**config.mk**
```make
export PLATFORM = sky130hd
export DESIGN_NAME = chunked_addsub
export DESIGN_NICKNAME = d
export VERILOG_FILES = /design/src/rtl/addsub_pkg.sv /design/src/rtl/addsub_chunk.sv /design/src/rtl/chunked_addsub.sv
export SDC_FILE = /design/constraint.sdc
export NUM_CORES = 1
export LEC_CHECK = 0
export CAP_MARGIN = 10
export CORE_MARGIN = 2
export CORE_UTILIZATION = 25
export CTS_CLUSTER_SIZE = 40
export DETAILED_ROUTE_END_ITERATION = 16
export MAX_ROUTING_LAYER = met4
export SYNTH_ARGS = -nofsm -noshare
export SYNTH_HDL_FRONTEND = slang
export SYNTH_SLANG_ARGS = --single-unit
```
**constraint.sdc**
```tcl
create_clock -name clk -period 2 [get_ports clk]
set_input_delay 0.4 -clock clk [delete_from_list [all_inputs] [get_ports clk]]
set_output_delay 0.4 -clock clk [all_outputs]
set_load 0.02 [all_outputs]
```
**src/rtl/addsub_pkg.sv**
```systemverilog
// Shared definitions for the chunked add/subtract unit: opcode and FSM encodings
// plus the chunk-count helper used to size the sequencer.
package addsub_pkg;

    typedef enum logic [1:0] {
        OP_ADD = 2'b00,
        OP_SUB = 2'b01,
        OP_ACC = 2'b10,
        OP_CLR = 2'b11
    } op_e;

    typedef enum logic {
        ST_IDLE = 1'b0,
        ST_RUN  = 1'b1
    } state_e;

    function automatic int calc_n(input int width, input int chunk);
        return width / chunk;
    endfunction

endpackage

```
**src/rtl/addsub_chunk.sv**
```systemverilog
// CHUNK-bit ripple slice; the sequencer feeds it one operand chunk per cycle.
module addsub_chunk #(
    parameter int CHUNK = 4
) (
    input  logic [CHUNK-1:0] x,
    input  logic [CHUNK-1:0] y,
    input  logic             cin,
    output logic [CHUNK-1:0] s,
    output logic             cout
);

    logic [CHUNK:0] total_s;

    assign total_s = {1'b0, x} + {1'b0, y} + {{CHUNK{1'b0}}, cin};
    assign s       = total_s[CHUNK-1:0];
    assign cout    = total_s[CHUNK];

endmodule

```
**src/rtl/chunked_addsub.sv**
```systemverilog
// Multi-cycle add/sub/accumulate: one CHUNK-wide slice per cycle, LSB first,
// with the architectural result registers updated only on completion.
module chunked_addsub
    import addsub_pkg::*;
#(
    parameter int WIDTH = 8,
    parameter int CHUNK = 4
) (
    input  logic             clk,
    input  logic             rst_n,
    input  logic             start,
    input  logic [1:0]       op,
    input  logic [WIDTH-1:0] a,
    input  logic [WIDTH-1:0] b,
    output logic             busy,
    output logic             done,
    output logic [WIDTH-1:0] sum,
    output logic             carry,
    output logic             overflow
);

    localparam int N  = calc_n(WIDTH, CHUNK);
    localparam int IW = (N > 1) ? $clog2(N) : 1;

    if ((WIDTH % CHUNK) != 0) begin : g_width_check
        $error("chunked_addsub: WIDTH must be an integer multiple of CHUNK");
    end

    state_e           state_r;
    state_e           state_s;
    op_e              op_s;
    logic             load_s;
    logic             step_s;
    logic             finish_s;
    logic             last_s;
    logic [IW-1:0]    idx_r;
    logic [WIDTH-1:0] a_r;
    logic [WIDTH-1:0] y_r;
    logic [WIDTH-1:0] ymux_s;
    logic [WIDTH-1:0] part_r;
    logic [WIDTH-1:0] part_next_s;
    logic             cy_r;
    logic             a_msb_r;
    logic             y_msb_r;
    logic             clr_pend_r;
    logic [CHUNK-1:0] chunk_sum_s;
    logic             cout_s;
    logic             ovf_s;
    logic             busy_r;
    logic             done_r;
    logic [WIDTH-1:0] sum_r;
    logic             carry_r;
    logic             ovf_r;

    assign op_s   = op_e'(op);
    assign last_s = (idx_r == IW'(N - 1));

    addsub_chunk #(.CHUNK(CHUNK)) u_chunk (
        .x    (a_r[CHUNK-1:0]),
        .y    (y_r[CHUNK-1:0]),
        .cin  (cy_r),
        .s    (chunk_sum_s),
        .cout (cout_s)
    );

    // New chunk enters at the top so the finished word ends up LSB-aligned.
    assign part_next_s = (part_r >> CHUNK) | (WIDTH'(chunk_sum_s) << (WIDTH - CHUNK));
    assign ovf_s       = (a_msb_r == y_msb_r) && (part_next_s[WIDTH-1] != a_msb_r);

    // Operand B selection at launch: inverted for SUB, current result for ACC.
    always_comb begin
        ymux_s = b;
        case (op_s)
            OP_SUB:  ymux_s = ~b;
            OP_ACC:  ymux_s = sum_r;
            default: ymux_s = b;
        endcase
    end

    // FSM state register.
    always_ff @(posedge clk or negedge rst_n) begin
        if (!rst_n) begin
            state_r <= ST_IDLE;
        end else begin
            state_r <= state_s;
        end
    end

    // FSM next-state logic; CLR completes without entering RUN.
    always_comb begin
        state_s = state_r;
        case (state_r)
            ST_IDLE: begin
                if (load_s && (op_s != OP_CLR)) state_s = ST_RUN;
                else                            state_s = ST_IDLE;
            end
            ST_RUN: begin
                if (last_s) state_s = ST_IDLE;
                else        state_s = ST_RUN;
            end
            default: state_s = ST_IDLE;
        endcase
    end

    // FSM output decode; a pending CLR blocks a new launch for its one cycle.
    always_comb begin
        load_s   = 1'b0;
        step_s   = 1'b0;
        finish_s = 1'b0;
        case (state_r)
            ST_IDLE: begin
                if (start && !clr_pend_r) load_s = 1'b1;
                else                      load_s = 1'b0;
            end
            ST_RUN: begin
                step_s   = 1'b1;
                finish_s = last_s;
            end
            default: begin
                load_s   = 1'b0;
                step_s   = 1'b0;
                finish_s = 1'b0;
            end
        endcase
    end

    // Operand shift registers, chained carry and partial result.
    always_ff @(posedge clk or negedge rst_n) begin
        if (!rst_n) begin
            a_r        <= {WIDTH{1'b0}};
            y_r        <= {WIDTH{1'b0}};
            part_r     <= {WIDTH{1'b0}};
            cy_r       <= 1'b0;
            idx_r      <= {IW{1'b0}};
            a_msb_r    <= 1'b0;
            y_msb_r    <= 1'b0;
            clr_pend_r <= 1'b0;
        end else begin
            clr_pend_r <= load_s && (op_s == OP_CLR);
            if (load_s) begin
                a_r     <= a;
                y_r     <= ymux_s;
                part_r  <= {WIDTH{1'b0}};
                cy_r    <= (op_s == OP_SUB);
                idx_r   <= {IW{1'b0}};
                a_msb_r <= a[WIDTH-1];
                y_msb_r <= ymux_s[WIDTH-1];
            end else if (step_s) begin
                a_r    <= a_r >> CHUNK;
                y_r    <= y_r >> CHUNK;
                part_r <= part_next_s;
                cy_r   <= cout_s;
                idx_r  <= idx_r + IW'(1);
            end else begin
                a_r    <= a_r;
                y_r    <= y_r;
                part_r <= part_r;
                cy_r   <= cy_r;
                idx_r  <= idx_r;
            end
        end
    end

    // Architectural outputs: change only on completion or CLR.
    always_ff @(posedge clk or negedge rst_n) begin
        if (!rst_n) begin
            busy_r  <= 1'b0;
            done_r  <= 1'b0;
            sum_r   <= {WIDTH{1'b0}};
            carry_r <= 1'b0;
            ovf_r   <= 1'b0;
        end else begin
            busy_r <= (state_s == ST_RUN);
            done_r <= finish_s | clr_pend_r;
            if (finish_s) begin
                sum_r   <= part_next_s;
                carry_r <= cout_s;
                ovf_r   <= ovf_s;
            end else if (clr_pend_r) begin
                sum_r   <= {WIDTH{1'b0}};
                carry_r <= 1'b0;
                ovf_r   <= 1'b0;
            end else begin
                sum_r   <= sum_r;
                carry_r <= carry_r;
                ovf_r   <= ovf_r;
            end
        end
    end

    assign busy     = busy_r;
    assign done     = done_r;
    assign sum      = sum_r;
    assign carry    = carry_r;
    assign overflow = ovf_r;

endmodule
```
==> out/metrics.yaml <==
synth:
  yosysTopAreaCell: "dfrtp_1"
  synthTopCellsByCount: "nand2_1 (40), dfrtp_1 (37), o21ai_0 (21)"
  seq_area_frac_synth_pct: 48.7
  syn-num-nets: 232
  ys_seq_elements: 37
  netlist_top_cells_area: "dfrtp_1 (49%), nand2_1 (7.9%), o21ai_0 (5.5%)"
  yosysWarningCount: 0
  yosysMostFrequentCell: "nand2_1"
  yosysTopAreaCellShare_pct: 48.7
  synth_cell_types: 31
  synth_ff_type: "dfrtp_1"
  synth_area_per_cell_um2: 9.37
  async_reset_ff_share_pct: 100
  syn_area_um2: 1900
  synth_cells: 203
  synth_edf_count: 0
layout:
  nFillCells: 760
  area_growth_pct: 28.9
  layout-drive-gt1-share_pct: 8.40
  fin_util_pct: 33.5
  multi_input_area_um2: 888
  diodes: 0
  nets: 266
  final-seq-area_um2: 926
critical_path:
  crit_top_cell: "nor2_1"
  timing.rr.end: "carry"
  crit_family: "adder cells"
  slowest_stage: "dfrtp_1"
  reg2reg_depth: 6
  crit_fanout: 2
  cp.required_ns: 2.16
  regToRegStartpoint: "a_r[0]"
  worstSetupStartpointType: "flip-flop"
  r2r_slack_ns: 0.14
  worstSetupEndpointType: "flip-flop"
  critPathBufInv: 0
  crit_path_start: "a_r[0]"
  arrival_ns: 2.02
  max_stage_delay_ns: 0.42
  critPathKind: "flip-flop to flip-flop"
  cp_cell_sequence: "fa_2 > fa_1 > a21oi_1 > nor2_1 > nor2_1 > o21ai_0"
global_route:
  grt_use_total_pct: 12.1
  grt_pass1_wl_mm: 7.76
  grt_pass1_vias: 1537
  antenna_found_initial: 0
  grt_overflow: 0
  grt_max_degree: 40
min_path:
  min_delay_worst_endpoint: "sum[1]"
  hp-class: "flip-flop to flip-flop"
  min_from: "part_r[5]"
  min_path_cells: 2
drt:
  wl_per_cell_um: 13.3
  route.detailed.drc: 0
  drtIter0Drc: 99
  drtPass1Iterations: 6
  ant_nets: 0
  vias: 1542
  drt-total-wl_mm: 4.48
  routed_via_density: 4.58
timing:
  setup_tns_ns: 0
  hold_viol: 0
  fmaxAchievable_ghz: 0.537
  relSlewSlack_pct: 67.8
  fin_crit_ns: 1.86
  worst_pin_slew_ns: 0.483
  rsz0062_at_grt: "no"
  slew_viol_final: 0
  timing.final.ws_setup_ns: 0.138
  worst_clock_skew_ns: 0.00320
  finalSetupViolCount: 0
  min_period_over_period_pct: 93.1
clock_tree:
  cts_max_level: 2
  post-cts-setup-buffers: 0
  cts-hold-fix-buffers: 0
  clock-sinks: 37
  numCtsBuffers: 5
  cts_tree: "done"
  clockBufferDepth: 2
  insertion_delay_ns: 0.28
  path_clk_slew_ns: 0.07
  clockRootBuffer: "clkbuf_8"
placement:
  dp_hpwl_mm: 3.25
  gp_congestion: 0.789
  port_buffers: 32
  dp_slack_ns: -0.133
job:
  drv.max_cap_violation_count: 0
die:
  fp.dieH_um: 91.3
  core.rowCount: 31
  num_io_pins: 33
  fp.coreArea_um2: 7330
  die-area_um2: 8330
  die_w_um: 91.3
  start_util_pct: 26.0
power:
  powerDensity_nw_per_um2: 1310
  ir_drop_mv: 0.389
  p_leak_nw: 1.10
outcome:
  status: "completed"
[cell usage in the layout (no fill, tap or decap), types with 2 or more instances in the layout]
master and n:
a211o_1 3, a21oi_1 19, a221oi_1 3, a22oi_1 4, and2_1 3, buf_4 7
clkbuf_1 3, clkbuf_8 5, clkdlybuf4s50_1 32, dfrtp_1 37, ha_1 5, inv_1 10
mux2i_1 7, nand2_1 40, nand2b_1 5, nand3b_1 10, nor2_1 3, nor3_1 2
o21ai_0 21, o31ai_1 2, or4_1 2, xnor2_1 2
[flip-flops by register name (all words and copies together) (netlist names)]
register	flops
a_r	8
clr_pend_r	1
done	1
idx_r	1
y_r	8
cy_r	1
a_msb_r	1
part_r	4
carry	1
busy	1
sum	8
y_msb_r	1
overflow	1
[logic make-up after synthesis]
kind of cell	count (synthesis)	synth area share, %
mux	9	5.06
fa+ha+maj	8	6.05
simple gates	68	17.6
xor+xnor	2	0.921
compound gates	55	16.8
buf+inv	24	4.93
flops	37	48.7
[through the flow]
stage | total power [mW] | instances | hold slack, ns | cell area (µm²)
3_5_place_dp | 2.72 | 329 | 0.457 | 2370
5_1_grt | 3.49 | 337 | 0.508 | 2450
4_1_cts | 3.23 | 337 | 0.473 | 2450
2_1_floorplan | 2.19 | 203 | 0.104 | 1900
6_report | 3.21 | 337 | 0.474 | 2450
3_3_place_gp | 2.69 | 329 | 0.453 | 2370
[worst max-delay path by stage]
stage,to,slack (ns),cells after the start
after detailed placement,y_r[1],-0.13,7
after global placement,y_r[5],-0.06,6
after floorplan,overflow,0.23,5
final,carry,0.14,6
after global routing,cy_r,0.04,6
after CTS,carry,0.09,6
[power by group]
part	total, mW	switching [mW]	internal (mW)
registers	1.32	0.265	1.05
clock network	0.499	0.251	0.248
logic	1.40	0.753	0.644
[what timing repair did]
| item | 4_1_cts | 5_1_grt |
|---|---|---|
| endpoints found under the setup margin | 0 | 3 |
| gates resized for setup | 0 | 2 |
| hold endpoints to repair | 0 | 0 |
[tightest hold or removal path: stages (launching register included)]
cell     delay, ns
dfrtp_1       0.35
nand2_1       0.05
nand2_1       0.05
[layer usage]
layer	routed length (µm)	share of wire, %	vias to the layer above	global-route usage, %
li1	-	-	769	-
met1	2340	52	729	17.0
met2	1900	42	39	17.3
met3	197	4.4	5	2.90
met4	42	0.94	0	3.41
met5	0	0	-	-
[final cells by class]
type                            instances  share of cell area [%]
Multi-Input combinational cell        142                    36.2
Clock buffer                            8                    3.27
Sequential cell                        37                    37.8
Tap cell                               99                    5.05
Inverter                               11                    1.68
Timing Repair Buffer                   40                    16.0
(Power assumes the default switching activity.)
==> RTL edit 1 (same settings) <==
`CHUNK` is set to 4 in 2 places; all go to 8.
--- a/src/rtl/addsub_chunk.sv
+++ b/src/rtl/addsub_chunk.sv
@@ -1,5 +1,5 @@
 // CHUNK-bit ripple slice; the sequencer feeds it one operand chunk per cycle.
 module addsub_chunk #(
-    parameter int CHUNK = 4
+    parameter int CHUNK = 8
 ) (
     input  logic [CHUNK-1:0] x,
--- a/src/rtl/chunked_addsub.sv
+++ b/src/rtl/chunked_addsub.sv
@@ -5,5 +5,5 @@
 #(
     parameter int WIDTH = 8,
-    parameter int CHUNK = 4
+    parameter int CHUNK = 8
 ) (
     input  logic             clk,
Check against the original RTL: not equivalent (a bounded check fails within 4 cycles, from zero or initial values and one cycle with rst_n low).
==> RTL edit 1 against the unedited design <==
Clock power grew 2%; non-clock buffer count up 4; routed wire length is 6.8% higher; design area increased by 0.15%; first-iteration DRC count rose by 11%; total power down 6.0%; core utilization increased by 0.78 points; largest power group unchanged; setup slack got worse by 0.12 ns; synthesized area down 3.7%; sequential cell count decreased by 4.
==> RTL edit 1: results (changes against the unedited design) <==
[synth]
synth_compound_area_share_pct=26.83  ; was 16.83%
ys_seq_area_share_pct=45.05  ; was 48.65%
synthesis.nets=212  ; was 232
syn_avg_cell_area_um2=10.24  ; was 9.375 um2
synth_fa_ha_area_share_pct=9.010  ; was 6.049%
synthCells=179  ; was 203
synth_xor_area_share_pct=0.9556  ; was 0.9204%
ys_ff_latch=33  ; was 37
synthTopCellsByCount=33 x dfrtp_1, 18 x inv_1, 16 x a22o_1  ; was 40 x nand2_1, 37 x dfrtp_1, 21 x o21ai_0
synthMuxAreaShare_pct=0.6143  ; was 5.062%
synth_cell_type_count=39  ; was 31
synthTopCellsByArea=dfrtp_1 45%, a22o_1 7.6%, ha_1 6.8%  ; was dfrtp_1 49%, nand2_1 7.9%, o21ai_0 5.5%

[layout]
clock_area_share_pct=3.515  ; was 3.265%
bufAreaShareNonClock_pct=16.71  ; was 16.02%
seq_area_um2=825.8  ; was 925.9 um2
inv_count=18  ; was 11
fin_nets=253  ; was 266
final_area_um2=2456  ; was 2452 um2
nClkBuffers=5  ; was 8
n_all_buffers=44  ; was 40
drive_gt1_share_pct=19.46  ; was 8.403%
fillers=721  ; was 760
multi_input_area_share_pct=38.36  ; was 36.22%
multi_input_gates=118  ; was 142

[timing]
worst_pin_slew_ns=0.4811  ; was 0.4827 ns
finalClockSkew_ns=0.01609  ; was 0.003197 ns

[setup_path]
crit_path_max_incr_delay_ns=0.45  ; was 0.42 ns
r2r_start=y_r[0]$_DFFE_PN0P_  ; was a_r[0]$_DFFE_PN0P_
cpMaxStageDelayCell=fa_2  ; was dfrtp_1
cp_top_family=compound AO/OA/AOI/OAI gates  ; was adder cells
arrival_ns=2.20  ; was 2.02 ns
critPathMaxFanout=3  ; was 2

[clock_network]
clock_latency_ns=0.29
cts_resized=4  ; was 0

[place]
dpl_cell_area_um2=2320  ; was 2367 um2
gp_congestion=0.8798  ; was 0.7886
placedCellCount=311  ; was 329
dpl_worst_slack_ns=-0.1281  ; was -0.1329 ns
dpl.hpwl_um=3380  ; was 3251 um

[power_and_ir_drop]
p_leak_nw=1.114  ; was 1.100 nW
total_power_mw=3.022  ; was 3.213 mW
p_clk_share_pct=16.8  ; was 15.5%
ir_drop_mv=0.3110  ; was 0.3893 mV
switchingPower_mw=1.223  ; was 1.270 mW
pwr-share-seq_pct=35.6  ; was 41.0%

[routing]
wl_per_cell_um=14.96  ; was 13.30 um
avgViaCountPerCell=4.881  ; was 4.576
drt_iter0_markers=110  ; was 99
firstDrtPassIters=4  ; was 6
wirelength_um=4788  ; was 4483 um

[grt]
grt_pass1_vias=1530  ; was 1537
grt_start_max_net_pins=34  ; was 40
track_usage_pct=13.10  ; was 12.09%
grt_pass1_wl_um=7652  ; was 7755 um

[hold_path]
hp-start=idx_r$_DFFE_PN0P_  ; was part_r[5]$_DFFE_PN0P_

[outcome]
outcome=completed  ; unchanged

==> RTL edit 1: changes by cell type in the layout (fill, tap and decap cells not counted), sizes merged, moves of 7 or more <==
cell / unedited run / this run
nand2: 41 / 10
a22o: 0 / 16
nand3: 1 / 8
inv: 11 / 18
nand3b: 10 / 1
mux2i: 7 / 0
o21ai: 21 / 10
==> RTL edit 1: path summary, 6_finish.rpt <==
kind	end	slack, ns	cells past startpoint
setup / recovery	overflow$_DFFE_PN0P_	0.01	6
hold / removal	idx_r$_DFFE_PN0P_	0.49	2
setup reg to reg	overflow$_DFFE_PN0P_	0.01	6
hold reg to reg	idx_r$_DFFE_PN0P_	0.49	2
max in group asynchronous	sum[7]$_DFFE_PN0P_	1.17	2
min in group asynchronous	y_r[1]$_DFFE_PN0P_	0.51	2
==> RTL edit 1: layer usage <==
layer	vias to the layer above	global-route usage [%]	part of all wire, %
met3	8	3.473	6.5
met4	0	5.156	1.6
li1	739	-	-
met1	761	16.71	46
met2	54	19.79	46
met5	-	-	0
==> RTL edit 2 (same flow settings) <==
Made on the original files. Remove the register `done_r`: a continuous assignment takes its place, so the output `done` follows one clock earlier.
--- a/src/rtl/chunked_addsub.sv
+++ b/src/rtl/chunked_addsub.sv
@@ -166,5 +166,4 @@
         if (!rst_n) begin
             busy_r  <= 1'b0;
-            done_r  <= 1'b0;
             sum_r   <= {WIDTH{1'b0}};
             carry_r <= 1'b0;
@@ -172,5 +171,4 @@
         end else begin
             busy_r <= (state_s == ST_RUN);
-            done_r <= finish_s | clr_pend_r;
             if (finish_s) begin
                 sum_r   <= part_next_s;
@@ -189,4 +187,6 @@
     end
 
+    assign done_r = finish_s | clr_pend_r;
+
     assign busy     = busy_r;
     assign done     = done_r;
Check against the original RTL: not equivalent (a bounded check fails within 4 cycles, from zero or initial values and one cycle with rst_n low).
==> RTL edit 2 against the unedited design <==
Routed wire length down 1.8%; total power up 0.40%; sequential cell count down 1; clock power up 6.8%; setup slack worse by 0.060 ns; sequential share of layout area down 1.1 points; design area up 0.31%; critical path depth unchanged; synthesized area down 1.3%; highest routed layer unchanged.
==> RTL edit 2: results (changes against the unedited design) <==
[outcome]
outcome=completed  ; unchanged

[setup_path]
cp_top_family=adder cells  ; unchanged
crit_path_max_incr_delay_ns=0.47  ; was 0.42 ns
cpMaxStageDelayCell=fa_1  ; was dfrtp_1
arrival_ns=2.08  ; was 2.02 ns

[clock_network]
cts_resized=0  ; unchanged

[routing]
wirelength_met1_um=2233  ; was 2340 um
firstDrtPassIters=4  ; was 6
vias=1494  ; was 1542
wirelength_um=4401  ; was 4483 um
wl_per_cell_um=12.91  ; was 13.30 um
drt_iter0_markers=104  ; was 99
dr_wl_met2_um=1943  ; was 1902 um
wl_met3_um=201  ; was 197 um

[place]
gp_congestion=0.8439  ; was 0.7886
placedCellCount=333  ; was 329
dpl.hpwl_um=3331  ; was 3251 um
dpl_worst_slack_ns=-0.1097  ; was -0.1329 ns

[power_and_ir_drop]
p_leak_nw=1.120  ; was 1.100 nW
total_power_mw=3.226  ; was 3.213 mW
ir_drop_mv=0.3487  ; was 0.3893 mV
pg_clk_mw=0.533  ; was 0.499 mW
seq_cell_power_mw=1.27  ; was 1.32 mW
switching_share_pct=39.11  ; was 39.53%

[synth]
synthTopCellsByArea=dfrtp_1 48%, nand2_1 8.0%, o21ai_0 5.6%  ; was dfrtp_1 49%, nand2_1 7.9%, o21ai_0 5.5%
ys_seq_area_share_pct=47.97  ; was 48.65%
synthTopCellsByCount=40 x nand2_1, 36 x dfrtp_1, 21 x o21ai_0  ; was 40 x nand2_1, 37 x dfrtp_1, 21 x o21ai_0
synth_compound_area_share_pct=17.06  ; was 16.83%
synthMuxAreaShare_pct=5.130  ; was 5.062%
syn_avg_cell_area_um2=9.297  ; was 9.375 um2
synthesis.nets=231  ; was 232
synth_cell_type_count=31  ; unchanged
synth_fa_ha_area_share_pct=6.129  ; was 6.049%
synth_xor_area_share_pct=0.9327  ; was 0.9204%

[grt]
track_usage_pct=11.63  ; was 12.09%
grt_pass1_vias=1434  ; was 1537
grt_start_max_net_pins=37  ; was 40

[layout]
drive_gt1_share_pct=10.74  ; was 8.403%
fin_nets=270  ; was 266
fillers=751  ; was 760

[timing]
worst_pin_slew_ns=0.5075  ; was 0.4827 ns
finalClockSkew_ns=0.01032  ; was 0.003197 ns

RTL edit 2: cells by family after synthesis:
logic type               Yosys count
buffers and inverters             24
XOR/XNOR                           2
AO/OA/AOI/OAI                     55
flip-flops                        36
AND/OR/NAND/NOR                   68
adder cells (fa/ha/maj)            8
multiplexers                       9
RTL edit 2: final timing paths:
check / endpoint / slack (ns) / depth (start not counted) / startpoint
setup / recovery: cy_r$_DFFE_PN0P_ / 0.08 / 6 / a_r[0]$_DFFE_PN0P_
hold / removal: y_r[1]$_DFFE_PN0P_ / 0.48 / 2 / y_r[5]$_DFFE_PN0P_
setup reg to reg: cy_r$_DFFE_PN0P_ / 0.08 / 6 / a_r[0]$_DFFE_PN0P_
hold reg to reg: y_r[1]$_DFFE_PN0P_ / 0.48 / 2 / y_r[5]$_DFFE_PN0P_
max in group asynchronous: a_r[2]$_DFFE_PN0P_ / 1.13 / 2 / rst_n
min in group asynchronous: overflow$_DFFE_PN0P_ / 0.52 / 2 / rst_n
RTL edit 2: area by class of cell:
| type | instances | area [um2] | area share, % |
|---|---|---|---|
| Multi-Input combinational cell | 142 | 883.3 | 35.91 |
| Clock inverter | 2 | 10.01 | 0.4069 |
| Tap cell | 99 | 123.9 | 5.036 |
| Timing Repair Buffer | 45 | 417.9 | 16.99 |
| Sequential cell | 36 | 900.9 | 36.62 |
| Inverter | 11 | 41.29 | 1.679 |
| Clock buffer | 6 | 82.58 | 3.357 |
RTL edit 2: metal layers:
layer / vias to the layer above / track usage (%)
li1: 768 / -
met1: 693 / 16.48
met2: 31 / 16.79
met3: 2 / 3.088
met4: 0 / 2.308
met5: - / -
RTL edit 2: worst register-to-register path, delay by kind of cell, from the launching register on:
family | cells | cell delay, ns
fa+ha+maj | 2 | 0.89
flops | 1 | 0.42
compound gates | 2 | 0.27
simple gates | 2 | 0.22
